--- config.mk ---
export PLATFORM = sky130hd
export DESIGN_NAME = memoria_ram
export DESIGN_NICKNAME = d
export VERILOG_FILES = /design/src/rtl/memoria_ram.sv
export SDC_FILE = /design/constraint.sdc
export NUM_CORES = 1
export LEC_CHECK = 0
export BUFFER_PORTS_ARGS = -buffer_cell sky130_fd_sc_hd__buf_2
export CAP_MARGIN = 20
export CORE_UTILIZATION = 45
export DETAILED_ROUTE_END_ITERATION = 10
export HOLD_SLACK_MARGIN = 0.08
export PLACE_DENSITY_LB_ADDON = 0.2
export SYNTH_ARGS = -nofsm -noshare
export SYNTH_HDL_FRONTEND = slang
export SYNTH_SLANG_ARGS = --single-unit
--- constraint.sdc ---
create_clock -name clk -period 2.6 [get_ports clk]
set_clock_uncertainty 0.2 [all_clocks]
set_input_delay 0.52 -clock clk [delete_from_list [all_inputs] [get_ports clk]]
set_output_delay 0.52 -clock clk [all_outputs]
set_load 0.02 [all_outputs]
--- src/rtl/memoria_ram.sv ---
// Single-port synchronous RAM with request/ready handshake, registered read data,
// and a zero-fill sequencer that clears every word after reset or on command.
module memoria_ram #(
    parameter int WIDTH  = 8,
    parameter int DEPTH  = 4,
    parameter int ADDR_W = $clog2(DEPTH)
) (
    input  logic              clk,
    input  logic              clear_n,
    input  logic              req,
    input  logic              rw,
    input  logic [ADDR_W-1:0] addr,
    input  logic [WIDTH-1:0]  din,
    input  logic              clear_mem,
    output logic              ready,
    output logic [WIDTH-1:0]  dout,
    output logic              dout_valid,
    output logic              addr_err
);

    typedef enum logic {FILL, IDLE} state_t;

    localparam logic [ADDR_W-1:0] LAST_ADDR = ADDR_W'(DEPTH - 1);
    localparam logic [ADDR_W:0]   DEPTH_EXT = (ADDR_W + 1)'(DEPTH);

    state_t            state;
    state_t            state_next;
    logic [ADDR_W-1:0] fill_cnt;
    logic [ADDR_W-1:0] fill_next;
    logic [WIDTH-1:0]  mem [DEPTH];
    logic              in_range;
    logic              accept;

    // Non-power-of-two depths leave a hole at the top of the address space.
    assign in_range = ({1'b0, addr} < DEPTH_EXT);
    assign accept   = (state == IDLE) && req && !clear_mem;
    assign ready    = (state == IDLE);

    always_ff @(posedge clk or negedge clear_n) begin
        if (!clear_n) begin
            state    <= FILL;
            fill_cnt <= '0;
        end else begin
            state    <= state_next;
            fill_cnt <= fill_next;
        end
    end

    always_comb begin
        state_next = state;
        fill_next  = fill_cnt;
        case (state)
            FILL: begin
                if (fill_cnt == LAST_ADDR) begin
                    state_next = IDLE;
                    fill_next  = '0;
                end else begin
                    fill_next = fill_cnt + ADDR_W'(1);
                end
            end
            IDLE: begin
                if (clear_mem) begin
                    state_next = FILL;
                    fill_next  = '0;
                end
            end
            default: begin
                state_next = FILL;
                fill_next  = '0;
            end
        endcase
    end

    // Storage carries no reset; the fill sequencer defines its contents.
    always_ff @(posedge clk) begin
        if (state == FILL) begin
            mem[fill_cnt] <= '0;
        end else if (accept && rw && in_range) begin
            mem[addr] <= din;
        end
    end

    always_ff @(posedge clk or negedge clear_n) begin
        if (!clear_n) begin
            dout       <= '0;
            dout_valid <= 1'b0;
            addr_err   <= 1'b0;
        end else begin
            dout_valid <= accept && !rw;
            addr_err   <= accept && !in_range;
            if (accept && !rw) begin
                dout <= in_range ? mem[addr] : '0;
            end
        end
    end

endmodule

==> results of run 1 <==
==> state kept, by name (all words and copies together) (netlist names) <==
register,cells
mem,32
dout,8
fill_cnt,2
dout_valid,1
ready,1
==> repair_timing <==
action	CTS	global route
hold endpoints to repair	12	0
endpoints found under the setup margin	0	0
hold buffers	1	0
==> cell type report <==
type                    count  share of cell area (%)
inverters                   3                   0.546
flip-flops and latches     44                    61.1
clock inverters             1                   0.182
clock buffers               7                    3.70
well taps                  48                    2.91
multi-input cells          41                    23.4
repair buffers             30                    8.13
==> stage by stage <==
stage                     hold slack, ps  total power, uW
final                                294             2100
after global routing                 278             2220
after CTS                            279             2130
after detailed placement             227             1740
after global placement               218             1700
after floorplan                     24.4             1500
==> kinds of logic (layout without fill, tap and decap cells) <==
logic type	count (synthesis)	count (layout)	share of synthesized area (%)
other cells	1	1	0.210
compound gates	7	7	3.01
fa+ha+maj	1	1	0.700
simple gates	16	16	5.95
buf+inv	9	41	2.80
flops	44	44	70.5
mux	16	16	16.8
==> per-layer routing <==
layer | GRT usage [%] | share of wire [%] | up-vias
li1 | - | - | 426
met1 | 20.7 | 42 | 473
met5 | 0 | 0 | -
met4 | 5.71 | 1.5 | 0
met2 | 28.1 | 53 | 23
met3 | 5.81 | 3.1 | 6
==> synth_stat cells, types with 2 or more instances <==
cell type and number:
edfxtp_1 32, dfrtp_1 12, and2_1 8, mux2_4 6, mux4_2 6, inv_1 3, a32o_1 2, buf_4 2
clkbuf_1 2, mux2_2 2, mux4_1 2, o32ai_1 2
==> placed cells by master (no fill, tap or decap), drive strengths merged, types with 2 or more instances in the layout <==
cell type,instances
a32o,2
dfrtp,12
edfxtp,32
clkbuf,7
o32ai,2
and2,8
mux4,8
mux2,8
buf,29
inv,3
==> worst max-delay path by stage <==
stage,slack (ps),cells after the start,startpoint,endpoint
2_1_floorplan,320,3,addr[1],mem[2][0]
3_3_place_gp,470,3,clear_mem,mem[3][6]
3_5_place_dp,380,3,clear_mem,mem[3][0]
4_1_cts,550,2,ready,mem[3][7]
5_1_grt,460,2,ready,mem[3][5]
6_report,560,2,ready,mem[3][7]
==> power breakdown <==
part	internal (uW)	leakage [uW]	total (uW)	switching (uW)
Combinational	280	0.000320	597	316
Sequential	1010	0.000456	1120	101
Clock	187	0.0000399	392	205
Total	1480	0.000816	2100	623
==> worst reg2reg max path, stage by stage, from the launching register on <==
cell and delay [ps]:
dfrtp_1 510, and4b_1 470, a32o_1 510
==> results by group, run 1 <==
Status
  – Status: finished clean

Pwr
  – LEAKAGE: 0.000816 uW
  – Peak VDD IR: around 530 uV
  – Power Density: 1020 nW/um^2

Clock tree
  – CTS Buf Count: 5
  – Post-CTS sizing: 0
  – CTS sink cnt: 44
  – Clock slew at reported path FFs: 70 ps
  – H-tree level count: 2
  – CTS tree: built
  – Worst-skew pair later-pin latency: just under 300 ps
  – Worst-case clock buffer depth: 2
  – Number of post-CTS setup repair buffers: 0
  – Clk root buf: clkbuf_8

Routing
  – Post-DRT Antenna Nets: 0
  – Vias: 928
  – Via density: 5.33
  – Iter 0 DRT Violations: 45
  – Routed WL: 3030 um
  – DRC viols: 0
  – Number of detailed-route iterations in the first pass: 6
  – Drt wl/cell: 17.4 um

Worst setup path
  – CP delay by family, top: flip-flops
  – Worst R2R Start: ready
  – RR Endpoint: mem[3][7]
  – Crit-path max FO: 11
  – CP Data Arrival Time: 1770 ps
  – Worst path cell trace: and4b_1 -> a32o_1
  – Slowest cell on the critical path: dfrtp_1
  – Bufs and invs on worst path: 0
  – Setup CP Type: reg2reg
  – R2R cell count: 2
  – Worst Path Required: 2340 ps
  – CP startpoint kind: flop
  – Worst R2R Setup Slack: 560 ps
  – Crit. End Element: flop
  – CP peak stage delay: 510 ps

STA
  – F_max: a little under 0.5 GHz
  – Max Slew Vio Count: 0
  – Unrepaired setup endpoints after global routing: no
  – Period utilisation layout: 78.3%
  – Final setup fails: 0
  – Min cycle time layout: 2040 ps
  – Final hold viol count: 0
  – Setup TNS: 0 ps
  – Final Worst Setup Slack: ~560 ps

Synth
  – Post-synthesis cell area: 1790 um^2
  – Sequential fraction of the synthesis area: 70.5%
  – Synth top area share: 53.7%
  – Leading area contributor after synthesis: edfxtp_1
  – Dominant synthesized flop cell: edfxtp_1
  – Net Count, Synth: 110
  – Most area-consuming cells after synthesis: edfxtp_1, dfrtp_1, mux4_2
  – Ys async rst share: a little over a quarter
  – Synth unique cells: 27
  – Warnings, synthesis: 0
  – Syn Inst Count: 94
  – EDFF count, synth: 32
  – Yosys reg bits: 44
  – Syn avg cell area: ~19 um^2

Cells and area
  – Final #Nets: 141
  – Post-Layout Cell Count: approximately 170
  – Ant diodes: 0
  – Fraction of layout instances using a drive strength above 1: between 30 and 40%
  – FF/Latch Area: between 1000 and 1500 um^2
  – Fillers: around 330
  – Multi-input gate area: just under 500 um^2
  – Fin area: 2060 um^2
  – Area Growth Syn to Fin: 15.4%
  – Util after Layout: 55.1%

Die
  – Core area: 3740 um^2
  – # rows: 22
  – Num ports: 26
  – Die extent in y: 65.0 um
  – Die area: roughly 4200 um^2
  – Starting Density: a little under half
  – Die Width: around 65 um

GRT
  – Initial antenna violation count: 0
  – Vias in the first global route: ~1000
  – First-pass GRT wire length: just under 5000 um
  – GR Overflow Total: 0
  – Gr usage total: 17.0%
  – Largest net degree at the start of global routing: 13

Placed design
  – DP Area: between 1500 and 2000 um^2
  – Place WS: 375 ps
  – Post-DP HPWL: 2170 um
  – Post-Place Cells: 165
  – IO Port Bufs: 24
  – GPL Wtd Cong: between 0.6 and 0.7

Worst hold path
  – Worst hold endpoint: ready
  – Hold Crit Class: in2reg
  – Hold wc startpoint: clear_mem
  – Worst Hold Path Cells: 2

Job
  – Max-cap violations: 0
No activity file was read; power rests on OpenSTA's default activity.
==> inputs of run 2 (changes only) <==
==> constraint.sdc (replaced) <==
create_clock -name clk -period 1.8 [get_ports clk]
set_clock_uncertainty 0.2 [all_clocks]
set_input_delay 0.36 -clock clk [delete_from_list [all_inputs] [get_ports clk]]
set_output_delay 0.36 -clock clk [all_outputs]
set_load 0.02 [all_outputs]
==> results by group, run 2 (synthesis results as in run 1) <==
Pwr
  – Clock power frac: between 20% and 30%
  – Switching Share: 28.9%
  – Flop pwr share: 49.3%
  – Combinational Power Share: 28.4%
  – Power Density: 1520 nW/um^2
  – Peak VDD IR: around 650 uV
  – LEAKAGE: 0.000876 uW
  – P_int: roughly 2300 uW
  – Total power: 3280 uW
  – NetSw: 948 uW

Routing
  – DRC viols: 0
  – Drt wl/cell: 17.8 um
  – Via density: 5.27
  – Post-DRT Antenna Nets: 0
  – Vias: 943
  – Iter 0 DRT Violations: 57
  – Number of detailed-route iterations in the first pass: 4
  – Routed WL: 3180 um

Worst setup path
  – Worst Path Required: 1590 ps
  – R2R cell count: 3
  – Slowest cell on the critical path: dfrtp_1
  – Worst path cell trace: or2_2 -> o32ai_2 -> buf_4
  – CP startpoint kind: flop
  – Setup CP Type: reg2reg
  – CP peak stage delay: 490 ps
  – CP Data Arrival Time: 1520 ps
  – Crit-path max FO: 11
  – Crit. End Element: flop

Cells and area
  – Fraction of layout instances using a drive strength above 1: 46.6%
  – Area Growth Syn to Fin: 20.7%
  – Top reg by flops: mem
  – Largest regs: mem x32, dout x8, fill_cnt x2
  – Ant diodes: 0
  – Largest register FFs: 32
  – Fillers: 300
  – Post-Layout Cell Count: 179
  – Commonest non-fill, non-tap cell in the layout: edfxtp_1
  – Most frequent cells in the layout: edfxtp_1, buf_2, dfrtp_1, buf_4, and2_1
  – Final #Nets: between 100 and 150

Clock tree
  – CTS sink cnt: 44
  – Worst-case clock buffer depth: 2
  – Clock slew at reported path FFs: 80 ps
  – Worst-skew pair later-pin latency: 280 ps
  – CTS tree: built
  – CTS Buf Count: 5
  – H-tree level count: 2
  – Post-CTS sizing: 0
  – Clk root buf: clkbuf_8

STA
  – Final Worst Setup Slack: 77.6 ps
  – Final setup fails: 0
  – Max Slew Vio Count: 0
  – Period utilisation layout: between 90% and 100%
  – Unrepaired setup endpoints after global routing: no
  – Final hold viol count: 0
  – F_max: between 0.5 and 0.6 GHz
  – Min cycle time layout: roughly 1700 ps

Worst hold path
  – Hold Crit Class: in2reg
  – Worst Hold Path Cells: 2

GRT
  – Largest net degree at the start of global routing: 14
  – First-pass GRT wire length: 5110 um
  – Gr usage total: 17.2%
  – GR Overflow Total: 0
  – Vias in the first global route: 1003
  – Initial antenna violation count: 0

Placed design
  – Post-DP HPWL: 2120 um
  – GPL Wtd Cong: 0.703
  – Place WS: -43.0 ps
  – IO Port Bufs: 24
  – Post-Place Cells: 167

Status
  – Status: finished clean

Die
  – Die area: 4230 um^2
  – # rows: 22
  – Starting Density: 47.8%
  – Core area: 3740 um^2
  – Die Width: 65.0 um
  – Num ports: 26
  – Die extent in y: around 65 um

Job
  – Max-cap violations: 0
run 2: cell types whose count changed in the layout (fill, tap and decap cells not counted), sizes merged:
cell,previous run,this run
buf,29,34
bufinv,0,1
clkbuf,7,6
run 2: through the flow:
step / hold slack, ps / util (%) / instance area (um^2) / setup TNS [ps]
final: 135 / 57.7 / 2160 / 0
after global routing: 120 / 57.7 / 2160 / 0
after CTS: 107 / 56.7 / 2120 / 0
after detailed placement: 63.8 / 53.6 / 2010 / -85.3
after global placement: 51.6 / 53.6 / 2010 / -31.8
after floorplan: -136 / - / 1810 / -980
run 2: power groups by stage:
stage	Combinational [uW]	Clock, uW	Sequential (uW)
floorplan	490	0	1700
global placement	852	0	1630
detailed placement	874	0	1640
CTS	881	746	1620
global route	1010	784	1650
finish	932	730	1620
run 2: layout make-up:
class                           instances  area [um^2]  area share, %
Timing Repair Buffer                   35          218           10.1
Clock inverter                          2         35.0           1.62
Tap cell                               48         60.1           2.78
Clock buffer                            6         72.6           3.36
Sequential cell                        44         1260           58.4
Inverter                                3         11.3          0.522
Multi-Input combinational cell         41          500           23.2
run 2: layer usage:
metal | vias to the layer above | routed length (um) | global-route usage [%]
met2 | 32 | 1620 | 27.3
met1 | 472 | 1360 | 22.5
met4 | 0 | 34 | 6.52
met5 | - | 0 | 0
li1 | 435 | - | -
met3 | 4 | 166 | 4.75
run 2: final timing paths:
kind	start	end	slack, ps
max in group asynchronous	clear_n	dout[0]	900
worst min register to register	dout[4]	dout[4]	310
worst max-delay path	ready	mem[2][5]	80
worst max register to register	ready	mem[2][5]	80
worst min-delay path	clear_mem	ready	140
min in group asynchronous	clear_n	dout[1]	270
run 2: worst max-delay path, delay by kind of cell, from the launching register on:
family                 cells  cell delay, ps
AND/OR/NAND/NOR            1             380
buffers and inverters      1             230
flip-flops                 1             490
AO/OA/AOI/OAI              1             130
run 2: what timing repair did:
item | 4_1_cts | 5_1_grt
setup buffers | 0 | 3
setup endpoints to repair | 0 | 16
hold buffers | 1 | 0
endpoints found under the hold margin | 12 | 0
